===== src/rtl/hilo_acc_pkg.sv =====
// Shared definitions for the HI/LO accumulator register file:
// op codes, default data width and the request-decoding helper.
package hilo_acc_pkg;

    localparam int DATA_W_DEF = 32;

    typedef enum logic [1:0] {
        OP_WR   = 2'b00,
        OP_MADD = 2'b01,
        OP_MSUB = 2'b10,
        OP_RSV  = 2'b11
    } acc_op_e;

    // A reserved op code behaves as if the port made no request at all.
    function automatic logic op_is_req(input logic [1:0] op);
        return op != OP_RSV;
    endfunction

endpackage


===== src/rtl/hilo_acc_stage.sv =====
// Two-stage add/sub datapath for MADD/MSUB on the {HI,LO} pair.
// Stage 1 forms the low half and its carry/borrow. Stage 2 forms the
// high half from the current HI; the caller decides whether to commit.
module hilo_acc_stage
    import hilo_acc_pkg::*;
#(
    parameter int DATA_W = DATA_W_DEF
) (
    input  logic                  clk,
    input  logic                  rst,
    input  logic                  i_start,
    input  acc_op_e               i_op,
    input  logic [DATA_W-1:0]     i_lo,
    input  logic [DATA_W-1:0]     i_hi,
    input  logic [2*DATA_W-1:0]   i_acc,
    output logic                  o_busy,
    output logic [DATA_W-1:0]     o_hi_new,
    output logic [DATA_W-1:0]     o_lo_new
);

    logic [DATA_W:0]   w_low_ext_p0;
    logic              r_vld_p1;
    logic              r_sub_p1;
    logic              r_cy_p1;
    logic [DATA_W-1:0] r_low_p1;
    logic [DATA_W-1:0] r_acc_hi_p1;
    logic [DATA_W-1:0] w_cy_ext_p1;

    // Stage 1: low-half add/sub; the extra top bit is carry (add) or borrow (sub)
    always_comb begin
        w_low_ext_p0 = '0;
        if (i_op == OP_MSUB)
            w_low_ext_p0 = {1'b0, i_lo} - {1'b0, i_acc[DATA_W-1:0]};
        else
            w_low_ext_p0 = {1'b0, i_lo} + {1'b0, i_acc[DATA_W-1:0]};
    end

    // Stage 1 registers: captured only when an accumulate is accepted
    always_ff @(posedge clk or posedge rst) begin
        if (rst) begin
            r_vld_p1    <= 1'b0;
            r_sub_p1    <= 1'b0;
            r_cy_p1     <= 1'b0;
            r_low_p1    <= '0;
            r_acc_hi_p1 <= '0;
        end else begin
            r_vld_p1 <= i_start;
            if (i_start) begin
                r_sub_p1    <= (i_op == OP_MSUB);
                r_cy_p1     <= w_low_ext_p0[DATA_W];
                r_low_p1    <= w_low_ext_p0[DATA_W-1:0];
                r_acc_hi_p1 <= i_acc[2*DATA_W-1:DATA_W];
            end
        end
    end

    // Stage 2: high half folds in the carry/borrow, wrapping mod 2^DATA_W
    assign w_cy_ext_p1 = {{(DATA_W-1){1'b0}}, r_cy_p1};
    assign o_hi_new    = r_sub_p1 ? (i_hi - r_acc_hi_p1 - w_cy_ext_p1)
                                  : (i_hi + r_acc_hi_p1 + w_cy_ext_p1);
    assign o_lo_new    = r_low_p1;
    assign o_busy      = r_vld_p1;

endmodule


===== src/rtl/hilo_acc_file.sv =====
// HI/LO accumulator register file with NPORT issue slots.
// Highest-index valid port wins; WR updates directly, MADD/MSUB go
// through the two-stage datapath and commit one edge later unless flushed.
module hilo_acc_file
    import hilo_acc_pkg::*;
#(
    parameter int DATA_W = DATA_W_DEF,
    parameter int NPORT  = 2
) (
    input  logic                        clk,
    input  logic                        rst,
    input  logic [NPORT-1:0]            we_i,
    input  logic [2*NPORT-1:0]          op_i,
    input  logic [NPORT-1:0]            hi_we_i,
    input  logic [NPORT-1:0]            lo_we_i,
    input  logic [NPORT*DATA_W-1:0]     hi_i,
    input  logic [NPORT*DATA_W-1:0]     lo_i,
    input  logic [NPORT*2*DATA_W-1:0]   acc_i,
    input  logic                        flush_i,
    output logic [DATA_W-1:0]           hi_o,
    output logic [DATA_W-1:0]           lo_o,
    output logic                        busy_o
);

    logic                 w_win_vld;
    acc_op_e              w_win_op;
    logic                 w_win_hwe;
    logic                 w_win_lwe;
    logic [DATA_W-1:0]    w_win_hi;
    logic [DATA_W-1:0]    w_win_lo;
    logic [2*DATA_W-1:0]  w_win_acc;
    logic                 w_accept;
    logic                 w_wr;
    logic                 w_start;
    logic                 w_commit;
    logic                 w_busy;
    logic [DATA_W-1:0]    w_hi_new;
    logic [DATA_W-1:0]    w_lo_new;
    logic [DATA_W-1:0]    r_hi;
    logic [DATA_W-1:0]    r_lo;

    // Arbitration: ascending scan so the youngest (highest-index) valid port wins
    always_comb begin
        w_win_vld = 1'b0;
        w_win_op  = OP_WR;
        w_win_hwe = 1'b0;
        w_win_lwe = 1'b0;
        w_win_hi  = '0;
        w_win_lo  = '0;
        w_win_acc = '0;
        for (int k = 0; k < NPORT; k++) begin
            if (we_i[k] && op_is_req(op_i[2*k +: 2])) begin
                w_win_vld = 1'b1;
                w_win_op  = acc_op_e'(op_i[2*k +: 2]);
                w_win_hwe = hi_we_i[k];
                w_win_lwe = lo_we_i[k];
                w_win_hi  = hi_i[k*DATA_W +: DATA_W];
                w_win_lo  = lo_i[k*DATA_W +: DATA_W];
                w_win_acc = acc_i[k*2*DATA_W +: 2*DATA_W];
            end
        end
    end

    // Requests are dropped outright while busy or flushing; nothing is queued
    assign w_accept = w_win_vld & ~w_busy & ~flush_i;
    assign w_wr     = w_accept & (w_win_op == OP_WR);
    assign w_start  = w_accept & (w_win_op != OP_WR);
    assign w_commit = w_busy & ~flush_i;

    hilo_acc_stage #(
        .DATA_W (DATA_W)
    ) u_stage (
        .clk      (clk),
        .rst      (rst),
        .i_start  (w_start),
        .i_op     (w_win_op),
        .i_lo     (r_lo),
        .i_hi     (r_hi),
        .i_acc    (w_win_acc),
        .o_busy   (w_busy),
        .o_hi_new (w_hi_new),
        .o_lo_new (w_lo_new)
    );

    // Architectural HI/LO: stage-2 commit or per-field WR (mutually exclusive)
    always_ff @(posedge clk or posedge rst) begin
        if (rst) begin
            r_hi <= '0;
            r_lo <= '0;
        end else if (w_commit) begin
            r_hi <= w_hi_new;
            r_lo <= w_lo_new;
        end else if (w_wr) begin
            if (w_win_hwe) r_hi <= w_win_hi;
            if (w_win_lwe) r_lo <= w_win_lo;
        end
    end

    assign hi_o   = r_hi;
    assign lo_o   = r_lo;
    assign busy_o = w_busy;

endmodule

===== config.mk =====
export PLATFORM = sky130hd
export DESIGN_NAME = hilo_acc_file
export DESIGN_NICKNAME = d
export VERILOG_FILES = /design/src/rtl/hilo_acc_pkg.sv /design/src/rtl/hilo_acc_stage.sv /design/src/rtl/hilo_acc_file.sv
export SDC_FILE = /design/constraint.sdc
export NUM_CORES = 1
export LEC_CHECK = 0
export BUFFER_PORTS_ARGS = -buffer_cell sky130_fd_sc_hd__buf_4
export CAP_MARGIN = 20
export CORE_MARGIN = 3
export CORE_UTILIZATION = 55
export CTS_CLUSTER_SIZE = 20
export DETAILED_ROUTE_END_ITERATION = 10
export PLACE_DENSITY = 0.82
export SLEW_MARGIN = 20
export SYNTH_ARGS = -nofsm -noshare
export SYNTH_HDL_FRONTEND = slang
export SYNTH_SLANG_ARGS = --single-unit

===== constraint.sdc =====
create_clock -name clk -period 4.8 [get_ports clk]
set_clock_uncertainty 0.1 [all_clocks]
set_input_delay 0.24 -clock clk [delete_from_list [all_inputs] [get_ports clk]]
set_output_delay 0.24 -clock clk [all_outputs]
set_load 0.005 [all_outputs]

==> impl_metrics.toml <==
[worst_setup_path]
critPathCaptureType = "flop"
sort_of_element_at_the_start_of_the_critical_path = "input port"
critPathArrivalTime_ns = 4.63
path_depth = 20
path_cells = "buf_4, a21boi_4, nor2_4, a22oi_1, ha_2, nand2b_1, nor4_2, a41oi_2, nor3_2, nand2_1, or3_4, o21ai_2, xnor2_1, ha_1, nand4_1, or2_4, o31ai_4, o21ai_1, or3_1, a31o_1"
slowest_stage = "sky130_fd_sc_hd__or3_4"
cp_buf_inv_count = 1
crit_path_max_incr_delay_ns = 0.45
worst-path-max-fanout = 7
ff2ff_path_depth = 13
critPathKind = "input port to flop"
path_delay_family = "simple AND/OR/NAND/NOR gates"
timing.critical_path.required_ns = 5.01

[detailed_routing]
detailedRoute.firstIterationViolations = 1472
first_pass_iters = 5
detail_route.vias_per_cell = 6.31
drt-total-wl_um = 47400
drt.antenna.violating_nets = 0
vias = 14700
route.detailed.drc = 0
avgRoutedWirePerCell_um = 20.4

[global_routing]
routing_layer_with_the_top_usage_in_global_route = "met2"
globalRoute.totalOverflow = 0
groute.layer.met1.usage_pct = 45.4
via_count_of_the_first_global_routing_pass = 14400
grt_usage_pct = 35.3
grt_antenna_before_repair = 1
global_route.usage.met3_pct = 6.42
use_met2_pct = 59.6
grt_max_degree = 136
grt_first_pass_wirelength_um = 74600

[timing]
slew_margin_rel_pct = 37.1
fmax_mhz = 226
final_max_slew_viol_count = 0
rsz0062_at_grt = "no"
final.period_utilization_pct = 92.0
timing_worst_slew_pin_value_ns = 0.920
final.min_clock_period_ns = 4.42
final-hold-violation-count = 0
totalNegativeSetupSlack_ns = 0
setup_viol = 0

[synthesis]
yosys.cell_count.top_type = "sky130_fd_sc_hd__o21ai_0"
synth_edf_count = 0
async_flop_share_pct = 100
syn_inst = 1663
syn_nets = 2060
ys_seq_elements = 131
syn_area_per_cell_um2 = 7.92
post_synth_cell_types = 90
synth_area_mm2 = 0.0132
synth_largest_area_cell = "sky130_fd_sc_hd__dfrtp_1"
yosysWarningCount = 0
synth_top_area_share_pct = 24.9
synth_top_cells_by_count = "sky130_fd_sc_hd__o21ai_0 (181), sky130_fd_sc_hd__nor2_1 (145), sky130_fd_sc_hd__nand2_1 (141), sky130_fd_sc_hd__dfrtp_1 (131), sky130_fd_sc_hd__ha_1 (123)"
ys_seq_area_share_pct = 24.9
synthTopCellsByArea = "sky130_fd_sc_hd__dfrtp_1 (25%), sky130_fd_sc_hd__ha_1 (12%), sky130_fd_sc_hd__o21ai_0 (6.9%)"
ys_dominant_reg_cell = "sky130_fd_sc_hd__dfrtp_1"

[finish]
num-nets-final = 2398
syn2layout_area_growth_pct = 30.1
final_cell_count_no_fill = 2327
n_antenna_cell = 0
final_layout_size_suffix_gt1_share_pct = 22.0

[cts]
worstSkewPairLatency_ns = 0.43
post_cts_resize_count = 0
ctsHtreeMaxLevel = 4
ctsLongestPathBuffers = 2
clk_root_buffer_cell = "sky130_fd_sc_hd__clkbuf_16"
clock_tree_from_tritoncts = "yes"
cts.sink_count = 131
clk_transition_reported_paths_ns = 0.06
cts_buffers = 17

[die]
die-height_um = 161
core_area_mm2 = 0.0231
rows = 55
die_area_mm2 = 0.0258
effective_utilization_at_floorplan_pct = 57.1
pin_count = 334
die_w_um = 161

[worst_hold_path]
min-delay-path-class = "input port to flop"
min_path_cells = 3

[placement]
io_buf_count = 333
numPlacedInstances = 2250
place_hpwl_um = 35500
finalWeightedCongestion = 0.960

[run_status]
status = "finished, final reports clean"

[pwr]
powerDensity_mw_per_mm2 = 613
p_leak_nw = 7.95
vdd_ir_drop_max_mv = 0.343

[flow_run]
drv_cap = 0
==> final cells by class <==
class / count / area, um^2
fill: 1804 / 5920
clock buffer: 19 / 433
sequential: 131 / 3280
clock inverter: 13 / 174
inverter: 123 / 467
multi-input combinational: 1318 / 9170
tap: 313 / 392
timing repair buffer: 410 / 3220
==> worst min-delay path, stage by stage <==
cell and delay [ns]:
sky130_fd_sc_hd__buf_4 0.08, sky130_fd_sc_hd__a221oi_1 0.08, sky130_fd_sc_hd__nor2_1 0.09
==> worst paths after layout <==
path	start	endpoint	slack, ns
max	op_i[2]	u_stage.r_cy_p1	0.38
max in group asynchronous	rst	u_stage.r_acc_hi_p1[24]	3.04
min reg2reg	u_stage.o_lo_new[2]	u_stage.o_lo_new[2]	0.38
min	acc_i[34]	u_stage.r_acc_hi_p1[2]	0.009
max reg2reg	hi_o[0]	hi_o[26]	0.79
min in group asynchronous	rst	lo_o[5]	0.43
==> sequential cells by signal, summed over array words and instances (netlist names) <==
register             flops
u_stage.o_busy           1
u_stage.r_acc_hi_p1     32
u_stage.r_cy_p1          1
lo_o                    32
hi_o                    32
u_stage.o_lo_new        32
u_stage.r_sub_p1         1
==> logic make-up after synthesis <==
family / Yosys count / synth area share, %
flip-flops: 131 / 24.9
adder cells (fa/ha/maj): 128 / 12.4
buffers and inverters: 214 / 6.19
AND/OR/NAND/NOR: 447 / 15.6
XOR/XNOR: 111 / 7.38
multiplexers: 10 / 0.770
AO/OA/AOI/OAI: 622 / 32.7
==> routing by layer <==
| layer | up-vias | part of all wire (%) |
|---|---|---|
| li1 | 6799 | - |
| met1 | 6960 | 40 |
| met2 | 808 | 48 |
| met3 | 109 | 8.5 |
| met4 | 2 | 3.1 |
| met5 | - | 0.027 |
==> through the flow <==
| step | utilization (%) | setup slack (ns) | hold WS [ns] | instance area, um^2 | power, mW |
|---|---|---|---|---|---|
| after floorplan | - | 0.0131 | 0.308 | 13300 | 6.87 |
| after detailed placement | 69.7 | 0.0418 | 0.365 | 16100 | 8.82 |
| after global placement | 69.7 | 0.230 | 0.354 | 16100 | 8.69 |
| after global routing | 74.3 | 0.158 | 0.00808 | 17100 | 11.3 |
| after CTS | 74.3 | 0.468 | 0.00485 | 17100 | 10.3 |
| final | 74.3 | 0.382 | 0.00907 | 17100 | 10.5 |
==> placed cells by master, fill, tap and decap left out, types with 11 or more instances in the layout <==
cell                            Yosys  final
sky130_fd_sc_hd__a21oi_1          103    103
sky130_fd_sc_hd__nor2_1           145    143
sky130_fd_sc_hd__inv_1            122    121
sky130_fd_sc_hd__a221o_1           45     45
sky130_fd_sc_hd__o211ai_1          22     22
sky130_fd_sc_hd__xor2_1            40     40
sky130_fd_sc_hd__dlygate4sd3_1      0     45
sky130_fd_sc_hd__nor2b_1           11     11
sky130_fd_sc_hd__nand3_1           25     25
sky130_fd_sc_hd__o21bai_1          13     13
sky130_fd_sc_hd__a31oi_1           12     12
sky130_fd_sc_hd__nand4_1           12     12
sky130_fd_sc_hd__buf_4              0    363
sky130_fd_sc_hd__a21o_1            27     27
sky130_fd_sc_hd__nor3_1            39     39
sky130_fd_sc_hd__o22ai_1           11     11
sky130_fd_sc_hd__a22oi_1           41     40
sky130_fd_sc_hd__a211oi_1          17     17
sky130_fd_sc_hd__or3_1             18     16
sky130_fd_sc_hd__xnor2_1           71     71
sky130_fd_sc_hd__o21ai_0          181    178
sky130_fd_sc_hd__ha_1             123    121
sky130_fd_sc_hd__dfrtp_1          131    131
sky130_fd_sc_hd__a221oi_1          46     46
sky130_fd_sc_hd__clkbuf_16          0     17
sky130_fd_sc_hd__o31ai_1           18     16
sky130_fd_sc_hd__nand2_1          141    140
==> report_power, final <==
group          total (mW)  internal [mW]  switching [mW]
Combinational        7.17           3.07            4.10
Clock                1.39          0.828           0.563
Sequential           1.94           1.52           0.423
==> timing repair <==
item / in CTS / in global routing
hold buffers: 45 / 0
endpoints found under the hold margin: 111 / 0
buffers inserted: 0 / 0
Power figures use the tool's default switching activity.
